### src/rtl/gol_generation_scheduler_if.sv
// Row-update handshake between the generation scheduler and the cell-update engine.
// The scheduler is the master (requests rows); the engine is the slave (acknowledges them).
interface gol_generation_scheduler_if #(
  parameter int GRID_H = 30
);
  localparam int IDX_W = $clog2(GRID_H);

  logic             rowReq;
  logic [IDX_W-1:0] rowIdx;
  logic             rowClear;
  logic             rowDone;

  modport master (
    output rowReq,
    output rowIdx,
    output rowClear,
    input  rowDone
  );

  modport slave (
    input  rowReq,
    input  rowIdx,
    input  rowClear,
    output rowDone
  );
endinterface

### src/rtl/gol_generation_scheduler.sv
// Game of Life generation sequencer: starts run/step/clear sweeps, walks rows through the
// update engine, then flips the front/back buffer select on the next frame boundary.
module gol_generation_scheduler #(
  parameter int GRID_H         = 30,
  parameter int FRAMES_PER_GEN = 30,
  parameter int GEN_W          = 16
) (
  input  logic                           clk,
  input  logic                           rst,
  input  logic                           frameTick,
  input  logic                           runEn,
  input  logic                           stepReq,
  input  logic                           clearReq,
  gol_generation_scheduler_if.master     row,
  output logic                           bufSel,
  output logic [GEN_W-1:0]               genCount,
  output logic                           busy
);

  localparam int IDX_W = $clog2(GRID_H);
  localparam int DIV_W = (FRAMES_PER_GEN > 1) ? $clog2(FRAMES_PER_GEN) : 1;

  localparam logic [IDX_W-1:0] LAST_ROW   = IDX_W'(GRID_H - 1);
  localparam logic [DIV_W-1:0] LAST_FRAME = DIV_W'(FRAMES_PER_GEN - 1);

  typedef enum logic [1:0] {
    IDLE      = 2'd0,
    SWEEP     = 2'd1,
    SWAP_WAIT = 2'd2
  } state_t;

  state_t           state_q, state_d;
  logic [IDX_W-1:0] idx_q, idx_d;
  logic             req_q, req_d;
  logic             clr_q, clr_d;
  logic             was_clr_q, was_clr_d;
  logic             buf_q, buf_d;
  logic             busy_q, busy_d;
  logic             step_p_q, step_p_d;
  logic             clr_p_q, clr_p_d;
  logic [GEN_W-1:0] gen_q, gen_d;
  logic [DIV_W-1:0] div_q, div_d;
  logic             run_trig;

  // Frame divider: only counts while running, so re-enabling always waits a full period.
  always_comb begin
    div_d    = div_q;
    run_trig = 1'b0;
    if (!runEn) begin
      div_d = '0;
    end else if (frameTick) begin
      if (div_q == LAST_FRAME) begin
        div_d    = '0;
        run_trig = 1'b1;
      end else begin
        div_d = div_q + 1'b1;
      end
    end
  end

  always_comb begin
    state_d   = state_q;
    idx_d     = idx_q;
    req_d     = req_q;
    clr_d     = clr_q;
    was_clr_d = was_clr_q;
    buf_d     = buf_q;
    gen_d     = gen_q;
    busy_d    = busy_q;
    // A pulse arriving while IDLE is seen in the same cycle, so it starts without extra latency.
    step_p_d  = step_p_q | stepReq;
    clr_p_d   = clr_p_q | clearReq;

    unique case (state_q)
      IDLE: begin
        if (clr_p_d) begin
          state_d   = SWEEP;
          req_d     = 1'b1;
          idx_d     = '0;
          clr_d     = 1'b1;
          was_clr_d = 1'b1;
          busy_d    = 1'b1;
          clr_p_d   = 1'b0;
          step_p_d  = 1'b0;
        end else if (step_p_d || run_trig) begin
          state_d   = SWEEP;
          req_d     = 1'b1;
          idx_d     = '0;
          clr_d     = 1'b0;
          was_clr_d = 1'b0;
          busy_d    = 1'b1;
          step_p_d  = 1'b0;
        end
      end

      SWEEP: begin
        if (req_q && row.rowDone) begin
          if (idx_q == LAST_ROW) begin
            state_d = SWAP_WAIT;
            req_d   = 1'b0;
            idx_d   = '0;
            clr_d   = 1'b0;
          end else begin
            idx_d = idx_q + 1'b1;
          end
        end
      end

      SWAP_WAIT: begin
        // State is registered, so a tick coinciding with entry is never seen here.
        if (frameTick) begin
          state_d = IDLE;
          busy_d  = 1'b0;
          buf_d   = ~buf_q;
          gen_d   = was_clr_q ? '0 : gen_q + 1'b1;
        end
      end

      default: begin
        state_d = IDLE;
        req_d   = 1'b0;
        clr_d   = 1'b0;
        busy_d  = 1'b0;
      end
    endcase
  end

  always_ff @(posedge clk) begin
    if (rst) begin
      state_q   <= IDLE;
      idx_q     <= '0;
      req_q     <= 1'b0;
      clr_q     <= 1'b0;
      was_clr_q <= 1'b0;
      buf_q     <= 1'b0;
      gen_q     <= '0;
      busy_q    <= 1'b0;
      step_p_q  <= 1'b0;
      clr_p_q   <= 1'b0;
      div_q     <= '0;
    end else begin
      state_q   <= state_d;
      idx_q     <= idx_d;
      req_q     <= req_d;
      clr_q     <= clr_d;
      was_clr_q <= was_clr_d;
      buf_q     <= buf_d;
      gen_q     <= gen_d;
      busy_q    <= busy_d;
      step_p_q  <= step_p_d;
      clr_p_q   <= clr_p_d;
      div_q     <= div_d;
    end
  end

  assign row.rowReq   = req_q;
  assign row.rowIdx   = idx_q;
  assign row.rowClear = clr_q;
  assign bufSel       = buf_q;
  assign genCount     = gen_q;
  assign busy         = busy_q;

endmodule

### src/flat_wrapper.sv
// flat-port wrapper written by rule: the top's interface ports become plain ports
module gol_generation_scheduler_flat 
#(
  parameter int GRID_H         = 30,
  parameter int FRAMES_PER_GEN = 30,
  parameter int GEN_W          = 16
)
  (clk, rst, frameTick, runEn, stepReq, clearReq, bufSel, genCount, busy, row_rowReq, row_rowIdx, row_rowClear, row_rowDone);
  gol_generation_scheduler_if #(.GRID_H(GRID_H)) row_i ();
  input  logic clk;
  input  logic rst;
  input  logic frameTick;
  input  logic runEn;
  input  logic stepReq;
  input  logic clearReq;
  output logic bufSel;
  output logic [GEN_W-1:0] genCount;
  output logic busy;
  output wire logic [$bits(row_i.rowReq)-1:0] row_rowReq;
  output wire logic [$bits(row_i.rowIdx)-1:0] row_rowIdx;
  output wire logic [$bits(row_i.rowClear)-1:0] row_rowClear;
  input wire logic [$bits(row_i.rowDone)-1:0] row_rowDone;
  assign row_rowReq = row_i.rowReq;
  assign row_rowIdx = row_i.rowIdx;
  assign row_rowClear = row_i.rowClear;
  assign row_i.rowDone = row_rowDone;
  gol_generation_scheduler #(.GRID_H(GRID_H), .FRAMES_PER_GEN(FRAMES_PER_GEN), .GEN_W(GEN_W)) u_core (.clk(clk), .rst(rst), .frameTick(frameTick), .runEn(runEn), .stepReq(stepReq), .clearReq(clearReq), .row(row_i), .bufSel(bufSel), .genCount(genCount), .busy(busy));
endmodule
### config.mk
export PLATFORM = sky130hd
export DESIGN_NAME = gol_generation_scheduler_flat
export DESIGN_NICKNAME = d
export VERILOG_FILES = /design/src/rtl/gol_generation_scheduler_if.sv /design/src/rtl/gol_generation_scheduler.sv /design/src/flat_wrapper.sv
export SDC_FILE = /design/constraint.sdc
export NUM_CORES = 1
export LEC_CHECK = 0
export ABC_CLOCK_PERIOD_IN_PS = 2900
export CORE_MARGIN = 2
export CORE_UTILIZATION = 33
export CTS_BUF_LIST = sky130_fd_sc_hd__clkbuf_4 sky130_fd_sc_hd__clkbuf_8
export DETAILED_ROUTE_END_ITERATION = 10
export DONT_BUFFER_PORTS = 1
export GPL_ROUTABILITY_DRIVEN = 0
export PLACE_DENSITY_LB_ADDON = 0.05
export SYNTH_ARGS = -nofsm -noshare
export SYNTH_HDL_FRONTEND = slang
export SYNTH_SLANG_ARGS = --single-unit
export TNS_END_PERCENT = 30
### constraint.sdc
create_clock -name clk -period 2.9 [get_ports clk]
set_clock_uncertainty 0.05 [all_clocks]
set_input_delay 0.145 -clock clk [delete_from_list [all_inputs] [get_ports clk]]
set_output_delay 0.145 -clock clk [all_outputs]
set_load 0.01 [all_outputs]
# ---- Yosys cells after proc, flatten, opt, wreduce, memory -nomap -nowiden
# Cells that the tools add are included.
dict set report op_classes {
  addsub 3
  bitwise 6
  eq_ne 8
  muxes 29
  n_reduce_logical 13
}
# operator count
set ops {}
lappend ops {{2-to-1 mux 5 bit} 5}
lappend ops {{adder 16 x 1 -> 16 bit, second input constant} 1}
lappend ops {{2-to-1 mux 16 bit} 1}
lappend ops {{2-to-1 mux 1 bit} 13}
lappend ops {{adder 5 x 1 -> 5 bit, second input constant} 2}
lappend ops {{equality test 5 bit, second input constant} 2}
lappend ops {{2-to-1 mux 2 bit} 5}
lappend ops {{case mux 5 bit (2 select lines)} 1}
lappend ops {{case mux 1 bit (3 select lines)} 3}
lappend ops {{AND reduction 4 bit} 2}
lappend ops {{case mux 2 bit (3 select lines)} 1}
lappend ops {{AND reduction 3 bit} 2}
lappend ops {{!= test 2 x 1 -> 1 bit, second input constant} 2}
lappend ops {{NOT 1 bit} 4}
lappend ops {{AND reduction 2 bit} 2}
lappend ops {{nonzero test 2 bit} 2}
lappend ops {{OR reduction 2 bit} 2}
lappend ops {{!= test 3 x 1 -> 1 bit, second input constant} 1}
lappend ops {{equality test 2 x 1 -> 1 bit, second input constant} 1}
lappend ops {{equality test 2 bit, second input constant} 1}
lappend ops {{zero test 2 bit} 1}
lappend ops {{!= test 2 bit, second input constant} 1}
lappend ops {{OR 1 bit} 2}
lappend ops {{logical AND 1 bit} 1}
lappend ops {{logical OR 1 bit} 1}
dict set report word_totals {
  register_bits 35
  word_cells 70
  in_bits 7
  output_inout_bits 25
}

# ---- Longest topological paths before layout
dict set report depth {
  ltp_word 8
  mapped_depth 6
  ltp_nobuf 6
}

# ---- Worst setup path before layout
# OpenSTA, ideal clock, no wires.
dict set report synth_path {
  path_type {register to register}
  startpoint {register u_core.idx_q[1], in the netlist u_core.row.rowIdx[1]}
  endpoint {register u_core.idx_q[3], in the netlist u_core.row.rowIdx[3]}
  slack_ps 1218
  n_path_buf 0
  synth_period_minus_slack_ps 1682
  setup_ps 74
  required_ps 2776
  stages_incl_launch_ff 7
  t_arrival_ps 1558
  path_cell_list {dfxtp_1 inv_1 ha_1 and4_1 nor4b_2 a41oi_1 a31oi_1}
}
dict set report synth_between {
  elab_chain_len 4
  elab_cells_between_ends 5
  cone_classes {1 x add/sub; 1 x eq/ne; 3 x mux}
}
# item line
set synth_rtl {}
lappend synth_rtl {{from (decl)} gol_generation_scheduler.sv:33} ;# logic [IDX_W-1:0] idx_q, idx_d;
lappend synth_rtl {{from (signal assigned)} gol_generation_scheduler.sv:143} ;# idx_q <= idx_d;
lappend synth_rtl {{adder 5 x 1 -> 5 bit or equality test 5 bit (tied branches)} {gol_generation_scheduler.sv:104, gol_generation_scheduler.sv:98}}
lappend synth_rtl {{2-to-1 mux 5 bit (*)} gol_generation_scheduler.sv:98} ;# if (idx_q == LAST_ROW) begin
lappend synth_rtl {{2-to-1 mux 5 bit (*)} gol_generation_scheduler.sv:97} ;# if (req_q && row.rowDone) begin
lappend synth_rtl {{case mux 5 bit (2 select lines) (*)} gol_generation_scheduler.sv:74} ;# unique case (state_q)
# Every way passes the cells marked *; elsewhere a longest branch is shown, timed or not. The select of a mux whose other input is x is not followed.
# A chain may end at the register's enable or synchronous reset.

# ---- Final worst setup path
dict set report layout_path {
  startpoint {register u_core.idx_q[1], in the netlist u_core.row.rowIdx[1]}
  endpoint {register u_core.idx_q[4], in the netlist u_core.row.rowIdx[4]}
}
# The elaborated chain is that of the path after synthesis.

==> summary.txt <==
CTS
  • Max clock buf depth: 2
  • Post CTS Setup Buffer Count: 0
  • CTS clk-pin slew, worst paths: 70 ps
  • Num Clock Sinks: 35
  • CTS tree: yes
  • Root buf cell: clkbuf_8
  • Num CTS Buffers: 5
  • Clk_lat worst skew: 280 ps
  • Htree depth: 2

Drt
  • Vias: 1331
  • Starting DRT DRC Count: 27
  • WL per Instance: 14.0 um
  • Final WL: 3590 um
  • Vias per Instance: 5.20
  • DRC: 0
  • DR pass1 iterations: 4
  • Final ANT Viol Nets: 0

Place
  • Buffers on Ports: 0
  • HPWL after DPL: 2510 um
  • Placed Cells: 245
  • Area post-placement: 0.00169 mm2

Final layout
  • Share of layout cells above drive strength 1: 7.41%
  • Nets: 200
  • Fin area: 0.00183 mm2
  • N_diodes: 0
  • Area delta synth->final: 11.5%
  • Non-filler instance count after layout: 256
  • FILL cells: 514

Yosys
  • Yosys top cell by area: dfxtp_1
  • Top_reg_cell synth: dfxtp_1
  • FF+latch count, synth: 35
  • EDFF count, synth: 0
  • Syn nets: 196
  • Commonest cells in the netlist: 35 x dfxtp_1, 25 x nor2_1, 9 x nand2_1, 9 x nand3_1
  • Area share of the largest cell type after synthesis: 42.7%
  • Avg Inst Size Synth: 8.91 um2
  • Mapped Cells: 184
  • Seq/Total Area, Yosys: 42.7%
  • Post-Syn Area: 0.00164 mm2
  • Ys Warns: 0
  • Most common cell in the synthesized netlist: dfxtp_1
  • Top cells by area, synth: dfxtp_1 43%, nor2_1 5.7%, xor2_1 4.3%
  • Synth unique cells: 43
  • Async set-reset flop share out of synthesis: 0%

Power and ir drop
  • Leak pwr: 0.635 nW
  • VDD IR-drop max: 0.232 mV
  • Pwr per Cell Area: 515 mW/mm2

Critical path
  • Critical Path Sink: u_core.row.rowIdx[4]
  • Worst reg2reg path endpoint: u_core.row.rowIdx[4]
  • Crit end category: register
  • R2r startpoint: u_core.row.rowIdx[1]
  • Setup CP Type: register to register
  • Worst reg2reg path depth: 6
  • Data required, critical path: 3070 ps
  • Worst Path Max Fanout: 7
  • R2R Setup Slk: 990 ps
  • Critical path arrival: 2080 ps
  • Worst setup SP type: register
  • Crit. Startpoint: u_core.row.rowIdx[1]

Status
  • Run status: complete, no violations

Die
  • Top-level port count: 32
  • Num rows: 25
  • Die W: 74.5 um
  • Starting Density: 34.5%
  • Die height: 74.5 um
  • Die outline area: 0.00555 mm2
  • Core area: 0.00475 mm2

Global routing
  • Tot GR Track Use: 14.2%
  • Number of global-route vias before repair: 1260
  • Pin count of the biggest net entering global routing: 18
  • Initial antenna violation count: 0
  • Gr ovfl total: 0
  • Global-route wire length before repair: 5900 um

STA
  • Final Max Tran Viols: 0
  • Tmin final: 1910 ps
  • Setup-failing EPs final: 0
  • Final setup TNS: 0 ps
  • Worst-Margin Slew: 580 ps
  • Unrepaired setup endpoints after global routing: no
  • Final Hold Fails: 0
  • Fraction of the cycle the final worst path needs: 66.0%
  • Fmax: 0.523 GHz
  • Max_slew headroom: 61.2%

Flow run
  • Max capacitance violation total: 0

Hold path
  • Hold WC Path Type: primary input to register
[how the worst min path moves through the flow]
| stage | slack, ps | end | startpoint | cells after the start |
|---|---|---|---|---|
| after floorplan | 260 | u_core.row.rowIdx[0] | row_rowDone | 2 |
| after global placement | 170 | u_core.state_q[1] | rst | 1 |
| after detailed placement | 170 | u_core.state_q[1] | rst | 1 |
| after CTS | 10 | u_core.row.rowReq | row_rowDone | 3 |
| after global routing | 20 | u_core.row.rowReq | row_rowDone | 3 |
| final | 20 | u_core.row.rowReq | row_rowDone | 3 |
[final cells by class]
cell class | instances | area, um2 | share of cell area (%)
multi-input cells | 137 | 887 | 48.5
flip-flops and latches | 35 | 701 | 38.3
clock buffers | 8 | 104 | 5.68
well taps | 67 | 83.8 | 4.59
repair buffers | 3 | 30.0 | 1.64
inverters | 6 | 22.5 | 1.23
[stage by stage]
stage	util, %	power (mW)	worst slack [ps]	hold slack, ps
CTS	38.4	0.961	946	12.5
global route	38.4	0.986	777	15.7
floorplan	-	0.547	1220	262
detailed placement	35.6	0.552	967	173
global placement	35.6	0.551	972	172
finish	38.4	0.941	986	23.7
[logic make-up after synthesis]
family          count (synthesis)  synth area share, %
flops                          35                 42.7
buf+inv                        12                 3.13
xor+xnor                       14                 7.48
fa+ha+maj                       5                 3.82
mux                             2                 1.22
compound gates                 33                 13.3
simple gates                   83                 28.3
[cell usage in the layout (no fill, tap or decap), types with 2 or more instances in the layout]
cell type,synthesis,layout
nand3_1,9,9
nand2b_1,2,2
ha_1,5,5
or4_1,4,4
inv_1,6,6
xor2_1,8,8
o31ai_1,5,5
a41oi_1,2,2
nand4_1,5,5
o21a_1,2,2
xnor2_1,6,6
mux2i_1,2,2
dlygate4sd3_1,0,3
o21ai_0,5,5
or3_1,2,2
nor3_1,7,7
a21oi_1,8,8
and3_1,5,5
nor2_1,25,25
a211oi_1,2,2
a31oi_1,3,3
dfxtp_1,35,35
nand2_1,9,9
clkbuf_8,0,7
and4_1,2,2
or2_2,2,2
nor4_1,2,2
[per-layer routing]
layer | part of all wire [%] | track usage (%) | up-vias
li1 | - | - | 675
met1 | 44 | 15.7 | 626
met2 | 49 | 23.9 | 25
met3 | 5.5 | 6.37 | 5
met4 | 1.4 | 5.36 | 0
met5 | 0 | 0 | -
[timing repair]
action	4_1_cts	5_1_grt
endpoints found under the hold margin	13	0
hold buffers	3	0
resized for setup	0	0
[critical path, stage by stage, from the launching register on]
cell and delay (ps):
dfxtp_1 430, inv_1 90, ha_1 180, and4_1 230, nor4b_2 510, a41oi_1 190
a31oi_1 150
[power breakdown]
part,switching (mW),internal [mW]
registers,0.0137,0.490
clock network,0.169,0.226
logic,0.0242,0.0185
total,0.207,0.735
[sequential cells by signal, indices dropped and copies added, names as in the netlist, 2 cells and up]
signal and cells:
u_core.genCount 16, u_core.div_q 5, u_core.row.rowIdx 5, u_core.state_q 2
Note: power is estimated with default switching activity, not from simulation.
